$ cat config.mk
export PLATFORM = sky130hd
export DESIGN_NAME = sfp_peer_sum_rd_flat
export DESIGN_NICKNAME = d
export VERILOG_FILES = /design/src/rtl/sfp_peer_sum_rd_if.sv /design/src/rtl/sfp_peer_sum_rd.sv /design/src/flat_wrapper.sv
export SDC_FILE = /design/constraint.sdc
export NUM_CORES = 1
export LEC_CHECK = 0
export CELL_PAD_IN_SITES_DETAIL_PLACEMENT = 1
export CELL_PAD_IN_SITES_GLOBAL_PLACEMENT = 1
export CORE_MARGIN = 5
export CORE_UTILIZATION = 51
export CTS_CLUSTER_SIZE = 16
export DETAILED_ROUTE_END_ITERATION = 12
export HOLD_SLACK_MARGIN = 0.15
export PLACE_DENSITY = 0.87
export SYNTH_ARGS = -nofsm -noshare
export SYNTH_HDL_FRONTEND = slang
export SYNTH_SLANG_ARGS = --single-unit
$ cat constraint.sdc
create_clock -name clk -period 4.5 [get_ports clk]
set_clock_uncertainty 0.05 [all_clocks]
set_input_delay 0.45 -clock clk [delete_from_list [all_inputs] [get_ports clk]]
set_output_delay 0.45 -clock clk [all_outputs]
set_load 0.01 [all_outputs]
$ cat src/rtl/sfp_peer_sum_rd_if.sv
// Bus bundle between the core controller / peer FIFO side and sfp_peer_sum_rd.
// The single_core signal exists only when SFP_PEER_BYPASS_EN is defined.
interface sfp_peer_sum_rd_if #(
  parameter int SUM_BW = 24
);
  logic              peer_empty;
  logic              peer_rd;
  logic [SUM_BW-1:0] peer_sum;
  logic              div_req;
  logic              div;
  logic [SUM_BW-1:0] sum_in;
  logic [3:0]        pend_cnt;
  logic [7:0]        rows_done;
  logic              req_ovf;
`ifdef SFP_PEER_BYPASS_EN
  logic              single_core;

  modport master (
    output peer_empty, peer_sum, div_req, single_core,
    input  peer_rd, div, sum_in, pend_cnt, rows_done, req_ovf
  );

  modport slave (
    input  peer_empty, peer_sum, div_req, single_core,
    output peer_rd, div, sum_in, pend_cnt, rows_done, req_ovf
  );
`else
  modport master (
    output peer_empty, peer_sum, div_req,
    input  peer_rd, div, sum_in, pend_cnt, rows_done, req_ovf
  );

  modport slave (
    input  peer_empty, peer_sum, div_req,
    output peer_rd, div, sum_in, pend_cnt, rows_done, req_ovf
  );
`endif
endinterface

$ cat src/rtl/sfp_peer_sum_rd.sv
// Read side of the cross-core partial-sum link: prefetches peer sums, issues sfp_row divides.
// Define SFP_PEER_BYPASS_EN to add the single_core bypass (zero sum, no peer reads).
module sfp_peer_sum_rd #(
  parameter int BW      = 8,
  parameter int BW_PSUM = 2*BW+4,
  parameter int SUM_BW  = BW_PSUM+4,
  parameter int DEPTH   = 4
) (
  input logic              clk,
  input logic              reset_n,
  sfp_peer_sum_rd_if.slave bus
);
  localparam int PW = $clog2(DEPTH);
  localparam int OW = PW + 1;
  localparam logic [OW:0] DEPTH_V = DEPTH[OW:0];

  logic [SUM_BW-1:0] buf_q [DEPTH];
  logic [PW-1:0]     wr_ptr_q;
  logic [PW-1:0]     rd_ptr_q;
  logic [OW-1:0]     occ_q;
  logic [OW-1:0]     occ_d;
  logic              inflight_q;
  logic              div_q;
  logic              div_d;
  logic [SUM_BW-1:0] sum_in_q;
  logic [SUM_BW-1:0] sum_in_d;
  logic [3:0]        pend_q;
  logic [3:0]        pend_d;
  logic [7:0]        rows_q;
  logic [7:0]        rows_d;
  logic              ovf_q;
  logic              ovf_d;
  logic              bypass;
  logic              peer_rd;
  logic              issue;
  logic              pop;
  logic [OW:0]       used;

`ifdef SFP_PEER_BYPASS_EN
  assign bypass = bus.single_core;
`else
  assign bypass = 1'b0;
`endif

  // An in-flight read already owns a slot, so it counts toward the fill level.
  assign used    = {1'b0, occ_q} + {{OW{1'b0}}, inflight_q};
  assign peer_rd = reset_n && !bypass && !bus.peer_empty && (used < DEPTH_V);

  assign issue = (pend_q != 4'd0) && !div_q && (bypass || (occ_q != '0));
  assign pop   = issue && !bypass;

  always_comb begin
    occ_d    = occ_q;
    pend_d   = pend_q;
    ovf_d    = ovf_q;
    div_d    = issue;
    sum_in_d = sum_in_q;
    rows_d   = rows_q;

    case ({inflight_q, pop})
      2'b10:   occ_d = occ_q + 1'b1;
      2'b01:   occ_d = occ_q - 1'b1;
      default: occ_d = occ_q;
    endcase

    // A request landing on an issue cycle cancels out and can never overflow.
    if (bus.div_req && !issue) begin
      if (pend_q == 4'hF) begin
        ovf_d = 1'b1;
      end else begin
        pend_d = pend_q + 4'd1;
      end
    end else if (!bus.div_req && issue) begin
      pend_d = pend_q - 4'd1;
    end

    if (issue) begin
      sum_in_d = bypass ? '0 : buf_q[rd_ptr_q];
      rows_d   = rows_q + 8'd1;
    end
  end

  always_ff @(posedge clk or negedge reset_n) begin
    if (!reset_n) begin
      for (int i = 0; i < DEPTH; i++) begin
        buf_q[i] <= '0;
      end
      wr_ptr_q   <= '0;
      rd_ptr_q   <= '0;
      occ_q      <= '0;
      inflight_q <= 1'b0;
      div_q      <= 1'b0;
      sum_in_q   <= '0;
      pend_q     <= '0;
      rows_q     <= '0;
      ovf_q      <= 1'b0;
    end else begin
      inflight_q <= peer_rd;
      if (inflight_q) begin
        buf_q[wr_ptr_q] <= bus.peer_sum;
        wr_ptr_q        <= wr_ptr_q + 1'b1;
      end
      if (pop) begin
        rd_ptr_q <= rd_ptr_q + 1'b1;
      end
      occ_q    <= occ_d;
      div_q    <= div_d;
      sum_in_q <= sum_in_d;
      pend_q   <= pend_d;
      rows_q   <= rows_d;
      ovf_q    <= ovf_d;
    end
  end

  assign bus.peer_rd   = peer_rd;
  assign bus.div       = div_q;
  assign bus.sum_in    = sum_in_q;
  assign bus.pend_cnt  = pend_q;
  assign bus.rows_done = rows_q;
  assign bus.req_ovf   = ovf_q;

endmodule

$ cat src/flat_wrapper.sv
// flat-port wrapper written by rule: the top's interface ports become plain ports
module sfp_peer_sum_rd_flat 
#(
  parameter int BW      = 8,
  parameter int BW_PSUM = 2*BW+4,
  parameter int SUM_BW  = BW_PSUM+4,
  parameter int DEPTH   = 4
)
  (clk, reset_n, bus_peer_empty, bus_peer_sum, bus_div_req, bus_peer_rd, bus_div, bus_sum_in, bus_pend_cnt, bus_rows_done, bus_req_ovf);
  sfp_peer_sum_rd_if #(.SUM_BW(SUM_BW)) bus_i ();
  input logic clk;
  input logic reset_n;
  input wire logic [$bits(bus_i.peer_empty)-1:0] bus_peer_empty;
  input wire logic [$bits(bus_i.peer_sum)-1:0] bus_peer_sum;
  input wire logic [$bits(bus_i.div_req)-1:0] bus_div_req;
  output wire logic [$bits(bus_i.peer_rd)-1:0] bus_peer_rd;
  output wire logic [$bits(bus_i.div)-1:0] bus_div;
  output wire logic [$bits(bus_i.sum_in)-1:0] bus_sum_in;
  output wire logic [$bits(bus_i.pend_cnt)-1:0] bus_pend_cnt;
  output wire logic [$bits(bus_i.rows_done)-1:0] bus_rows_done;
  output wire logic [$bits(bus_i.req_ovf)-1:0] bus_req_ovf;
  assign bus_i.peer_empty = bus_peer_empty;
  assign bus_i.peer_sum = bus_peer_sum;
  assign bus_i.div_req = bus_div_req;
  assign bus_peer_rd = bus_i.peer_rd;
  assign bus_div = bus_i.div;
  assign bus_sum_in = bus_i.sum_in;
  assign bus_pend_cnt = bus_i.pend_cnt;
  assign bus_rows_done = bus_i.rows_done;
  assign bus_req_ovf = bus_i.req_ovf;
  sfp_peer_sum_rd #(.BW(BW), .BW_PSUM(BW_PSUM), .SUM_BW(SUM_BW), .DEPTH(DEPTH)) u_core (.clk(clk), .reset_n(reset_n), .bus(bus_i));
endmodule
## Word level (Yosys, flattened, before mapping)

Cells that the tools add are included.

- Add/subtract/negate cells: 8
- $mul: 0
- Divide/modulo/power cells: 0
- Order comparisons: 4
- Equal/unequal tests: 4
- Shift operators: 0
- Mux-type cells: 10
- Bitwise logic cells: 2
- Reductions and logical operators: 17

Operator list:

| kind | count |
|---|---|
| bitwise mux 96 bit | 1 |
| 2-to-1 mux 24 bit | 3 |
| binary-select mux 24 bit (select 2 bit) | 1 |
| demux 24 bit (select 2 bit) | 1 |
| 2-to-1 mux 4 bit | 3 |
| adder 8 x 1 -> 8 bit (second input constant) | 1 |
| logical AND 1 bit | 7 |
| >= comparator 3 bit (second input constant) | 2 |
| inverter 2 -> 3 bit | 2 |
| case mux 3 bit (2 select lines) | 1 |
| adder 2 x 1 -> 2 bit (second input constant) | 2 |
| adder 3 x 1 -> 4 bit | 1 |
| adder 4 x 1 -> 4 bit (second input constant) | 1 |
| == test 4 bit (second input constant) | 1 |
| logical NOT 1 bit | 4 |
| less-than comparator 4 x 3 -> 1 bit (second input constant) | 1 |
| AND reduction 2 bit | 2 |
| nonzero test 2 bit | 2 |
| nonzero test 4 bit | 1 |
| subtractor 4 x 1 -> 4 bit (second input constant) | 1 |
| adder 3 x 1 -> 3 bit (second input constant) | 1 |
| less-than comparator 3 x 1 -> 1 bit (second input constant) | 1 |
| nonzero test 3 bit | 1 |
| subtractor 3 x 1 -> 3 bit (second input constant) | 1 |
| other kinds (3) | 3 |

- Register bits: 142
- Latch bits: 0
- Memory bits (writable): 0
- Memory bits (read-only): 0
- Bits of input ports: 28
- Output and inout port bits: 39
- Logic and storage cells: 58
- Memories: 0

## Logic depth before layout (Yosys ltp)

- Depth after elaboration: 7
- Depth in mapped cells: 10
- Depth with buffers taken out: 8

## Least setup slack after synthesis

OpenSTA, ideal clock, no wires.

- Kind: reg2reg
- Start: register u_core.pend_q[0], in the netlist u_core.bus.pend_cnt[0]
- End: register u_core.pend_q[3], in the netlist u_core.bus.pend_cnt[3]
- Library setup time: 0.129 ns
- Arrival: 2.167 ns
- Required time: 4.321 ns
- Setup slack: 2.154 ns
- Cell stages (with the launch flop): 10
- Cells stage by stage: dfrtp_1 -> nor4_4 -> nor3_2 -> buf_6 -> nand2b_1 -> ha_1 -> a21o_1 -> a211oi_1 -> a2bb2oi_1 -> xnor2_1

- Cells in the longest elaborated chain, start to end: 7

RTL lines:

| item | RTL line | source |
|---|---|---|
| start, declared | sfp_peer_sum_rd.sv:27 | `logic [3:0] pend_q;` |
| start signal, assigned | sfp_peer_sum_rd.sv:109 | `pend_q <= pend_d;` |
| nonzero test 4 bit | sfp_peer_sum_rd.sv:49 | `assign issue = (pend_q != 4'd0) && !div_q && (bypass \|\| (occ_q != '0));` |
| logical AND 1 bit (2 in a row) | sfp_peer_sum_rd.sv:49 |  |
| logical NOT 1 bit | sfp_peer_sum_rd.sv:67 | `if (bus.div_req && !issue) begin` |
| logical AND 1 bit | sfp_peer_sum_rd.sv:67 |  |
| inequality test 2 bit (no line) / nonzero test 2 bit (equally long branches) | -- |  |
| AND reduction 2 bit (no line) | -- |  |

Parallel ways exist; a longest one is shown, timed or not. The select of a mux whose other input is x is not followed.
A chain may end at the register's enable or synchronous reset.

## Final worst setup path

- Start: input port reset_n
- End: output port bus_peer_rd

- Cells in the longest elaborated chain, start to end: 2

RTL lines:

| item | RTL line | source |
|---|---|---|
| start, declared | flat_wrapper.sv:12 | `input logic reset_n;` |
| logical AND 1 bit (2 in a row) | sfp_peer_sum_rd.sv:47 | `assign peer_rd = reset_n && !bypass && !bus.peer_empty && (used < DEPTH_V);` |
| end, declared | flat_wrapper.sv:16 | `output wire logic [$bits(bus_i.peer_rd)-1:0] bus_peer_rd;` |

Every way passes these cells.

==> metrics.md <==
| Metric | Value |
|---|---|
| H-tree levels | 4 |
| Post-synth ARST share | 100% |
| RSZ-0062 raised after global routing | no |
| Arrival time worst endpoint | 2.47 ns |
| VDD IR-drop max | between 0.0003 and 0.0004 V |
| Max-Cap Viols | 0 |
| Port Buffer Count | 66 |
| Post-Route WL | roughly 14000 um |
| Routability cong. | just under 0.8 |
| Final Power | slightly above 0.006 W |
| Die Y | around 120 um |
| Crit-path max FO | 73 |
| Worst-Margin Slew | about 1.2 ns |
| Most frequent cells in the layout | dfrtp_1, mux2_2, clkdlybuf4s50_1, clkbuf_16, mux4_1 |
| Worst Slack Setup Final | approximately 1.5 ns |
| Clk Latency, worst-skew pair | around 0.42 ns |
| Die Width | 121 um |
| Number of flops mapped to enable cells by yosys | 0 |
| Final Hold Vio Count | 0 |
| Run status | finished, final reports clean |
| Fin crit period | approximately 3.0 ns |
| Avg WL per Cell | around 23 um |
| Avg Cell Area, Syn | approximately 16 sq um |
| Hpwl dp | approximately 8700 um |
| Routed Antenna Nets | 0 |
| Largest net degree at the start of global routing | 74 |
| Slew Limit Fails | 0 |
| Fmax | 336 MHz |
| Final setup TNS | 0 ns |
| Setup CP Type | primary input to output pin |
| # DRC | 0 |
| Top FF cell, synth | dfrtp_1 |
| Area of the multi-input gates | between 2000 and 3000 sq um |
| Antenna diodes | 0 |
| Nets@finish | between 400 and 500 |
| Starting DRT DRC Count | 196 |
| Fillers | about 1100 |
| Worst hold-check path type | flip-flop to flip-flop |
| # clock sinks | around 140 |
| Storage cell area | 3550 sq um |
| Final core utilization | roughly 64% |
| CTS max path bufs | 2 |
| CTS clock-pin slew for the worst setup and hold paths | about 0.060 ns |
| Inserted Clock Buffers | 17 |
| CP Buf/Inv Count | 3 |
| First-pass GRT wire length | ~23000 um |
| CP startpoint kind | primary input |
| CP peak stage delay | roughly 0.58 ns |
| CP Cell Sequence | dlygate4sd3_1 -> buf_6 -> nand2_1 -> a31oi_1 -> clkdlybuf4s50_1 |
| Area Growth Syn to Fin | 22.4% |
| Final setup vio count | 0 |
| Die area | roughly 15000 sq um |
| Vias in the first global route | around 4100 |
| IO Count | 67 |
| FP Rows | 40 |
| Leakage | 3.23 nW |
| Pwr/cell area | ~800 nW/um^2 |
| Post-place setup slack | ~1.5 ns |
| Share of layout cells above drive strength 1 | 36.8% |
| Commonest non-fill, non-tap cell in the layout | dfrtp_1 |
| Netlist Area Pre-Place | about 6200 sq um |
| Clk root buf | clkbuf_16 |
| Ys Warns | 0 |
| Drt pass-1 iters | 4 |
| Vias | 3543 |
| Crit. End Element | output pin |
| Initial antenna violation count | 0 |
| CP required | ~4.0 ns |
| Final Cell Area | 7630 sq um |
| Synthesized instance count | 381 |
| Initial Util | slightly above 50% |
| GRT Overall Usage | between 20% and 30% |
| CTS resizes | 0 |
| Worst slew margin | about a fifth |
| Post-synth cell types | 34 |
| Placed instance area | about 7000 sq um |
| CP max stage cell | clkdlybuf4s50_1 |
| Period utilization | between 60% and 70% |
| Critical path's top delay family | buffers and inverters |
| Sequential element share of the synthesized area | a little under three fifths |
| Core box area | around 12000 sq um |
| CTS tree | built |
| Syn nets | 419 |
| Global route overflow | 0 |
| Synthesized flop and latch total | 142 |
| Routed vias/inst | ~5.8 |
-- worst register-to-register path, stage by stage, from the launching register on --
cell	delay (ns)
dfrtp_1	0.53
nor4_4	0.12
nor3_4	0.70
nand2b_1	0.31
ha_1	0.28
a21o_1	0.20
a211oi_1	0.30
a2bb2oi_1	0.15
xnor2_1	0.21
-- report_power, final --
part	switching (W)	internal (W)	total, W
Combinational	0.000875	0.00144	0.00231
Clock	0.000529	0.000916	0.00144
Sequential	0.000507	0.00195	0.00245
-- final cells by class --
class / count / area share [%]
Multi-Input combinational cell: 212 / 33.2
Clock inverter: 13 / 2.26
Tap cell: 147 / 2.41
Clock buffer: 18 / 5.63
Timing Repair Buffer: 75 / 9.60
Inverter: 7 / 0.344
Sequential cell: 142 / 46.6
-- cell usage after synthesis (2+ instances only) --
master	number	area share (%)
mux4_2	9	3.3
mux2i_1	4	0.64
and4_1	2	0.28
and3_1	2	0.20
buf_2	12	0.96
xor2_1	6	0.84
o311ai_0	2	0.28
dfrtp_1	142	57
nand2_1	9	0.54
clkbuf_1	3	0.18
buf_6	5	0.90
mux2_2	121	22
inv_1	7	0.42
ha_1	8	1.6
nand4_1	3	0.30
o21ai_0	2	0.16
mux4_1	15	6.3
fa_1	2	0.64
xnor2_1	10	1.4
nor2_1	2	0.12
nor3_2	2	0.32
-- metal layers --
layer | vias up | wire length, um | part of all wire [%] | GRT usage [%]
met5 | - | 0 | 0 | 0
met4 | 0 | 223 | 1.6 | 6.94
met2 | 68 | 7540 | 54 | 36.7
met1 | 1902 | 5660 | 41 | 25.3
li1 | 1557 | - | - | -
met3 | 16 | 438 | 3.2 | 4.68
-- cell families (layout without fill, tap and decap cells) --
family                   count (synthesis)  count (layout)  share of synthesized area [%]
adder cells (fa/ha/maj)                 10              10                           2.25
buffers and inverters                   27             113                           2.47
multiplexers                           149             149                           32.1
AND/OR/NAND/NOR                         23              23                           2.29
XOR/XNOR                                16              16                           2.25
AO/OA/AOI/OAI                           14              14                           1.63
flip-flops                             142             142                           57.0
-- timing repair --
item	4_1_cts	5_1_grt
endpoints found under the hold margin	71	0
hold buffers	1	0
setup buffers	0	0
-- final timing paths --
kind                                                      from                                   to  slack (ns)  depth (start not counted)
hold / removal             u_core.bus.rows_done[7]$_DFFE_PN0P_  u_core.bus.rows_done[7]$_DFFE_PN0P_        0.42                          1
min in group asynchronous                              reset_n  u_core.bus.rows_done[0]$_DFFE_PN0P_        0.56                          2
max in group asynchronous                              reset_n         u_core.buf_q[83]$_DFFE_PN0P_        2.47                          3
setup reg to reg            u_core.bus.pend_cnt[0]$_DFFE_PN0P_   u_core.bus.pend_cnt[3]$_DFFE_PN0P_        1.55                          8
hold reg to reg            u_core.bus.rows_done[7]$_DFFE_PN0P_  u_core.bus.rows_done[7]$_DFFE_PN0P_        0.42                          1
setup / recovery                                       reset_n                          bus_peer_rd        1.53                          5
-- flip-flops by register name, summed over array words and instances (netlist names) --
name,flops
u_core.bus.pend_cnt,4
u_core.bus.rows_done,8
u_core.bus.div,1
u_core.buf_q,96
u_core.bus.sum_in,24
u_core.occ_q,3
u_core.bus.req_ovf,1
u_core.wr_ptr_q,2
u_core.rd_ptr_q,2
u_core.inflight_q,1
-- per-stage QoR --
step | hold slack, ns | std cells
after global routing | 0.453 | 614
after global placement | 0.413 | 582
after detailed placement | 0.414 | 582
after floorplan | 0.104 | 381
after CTS | 0.426 | 614
final | 0.419 | 614
(Power assumes the default switching activity.)
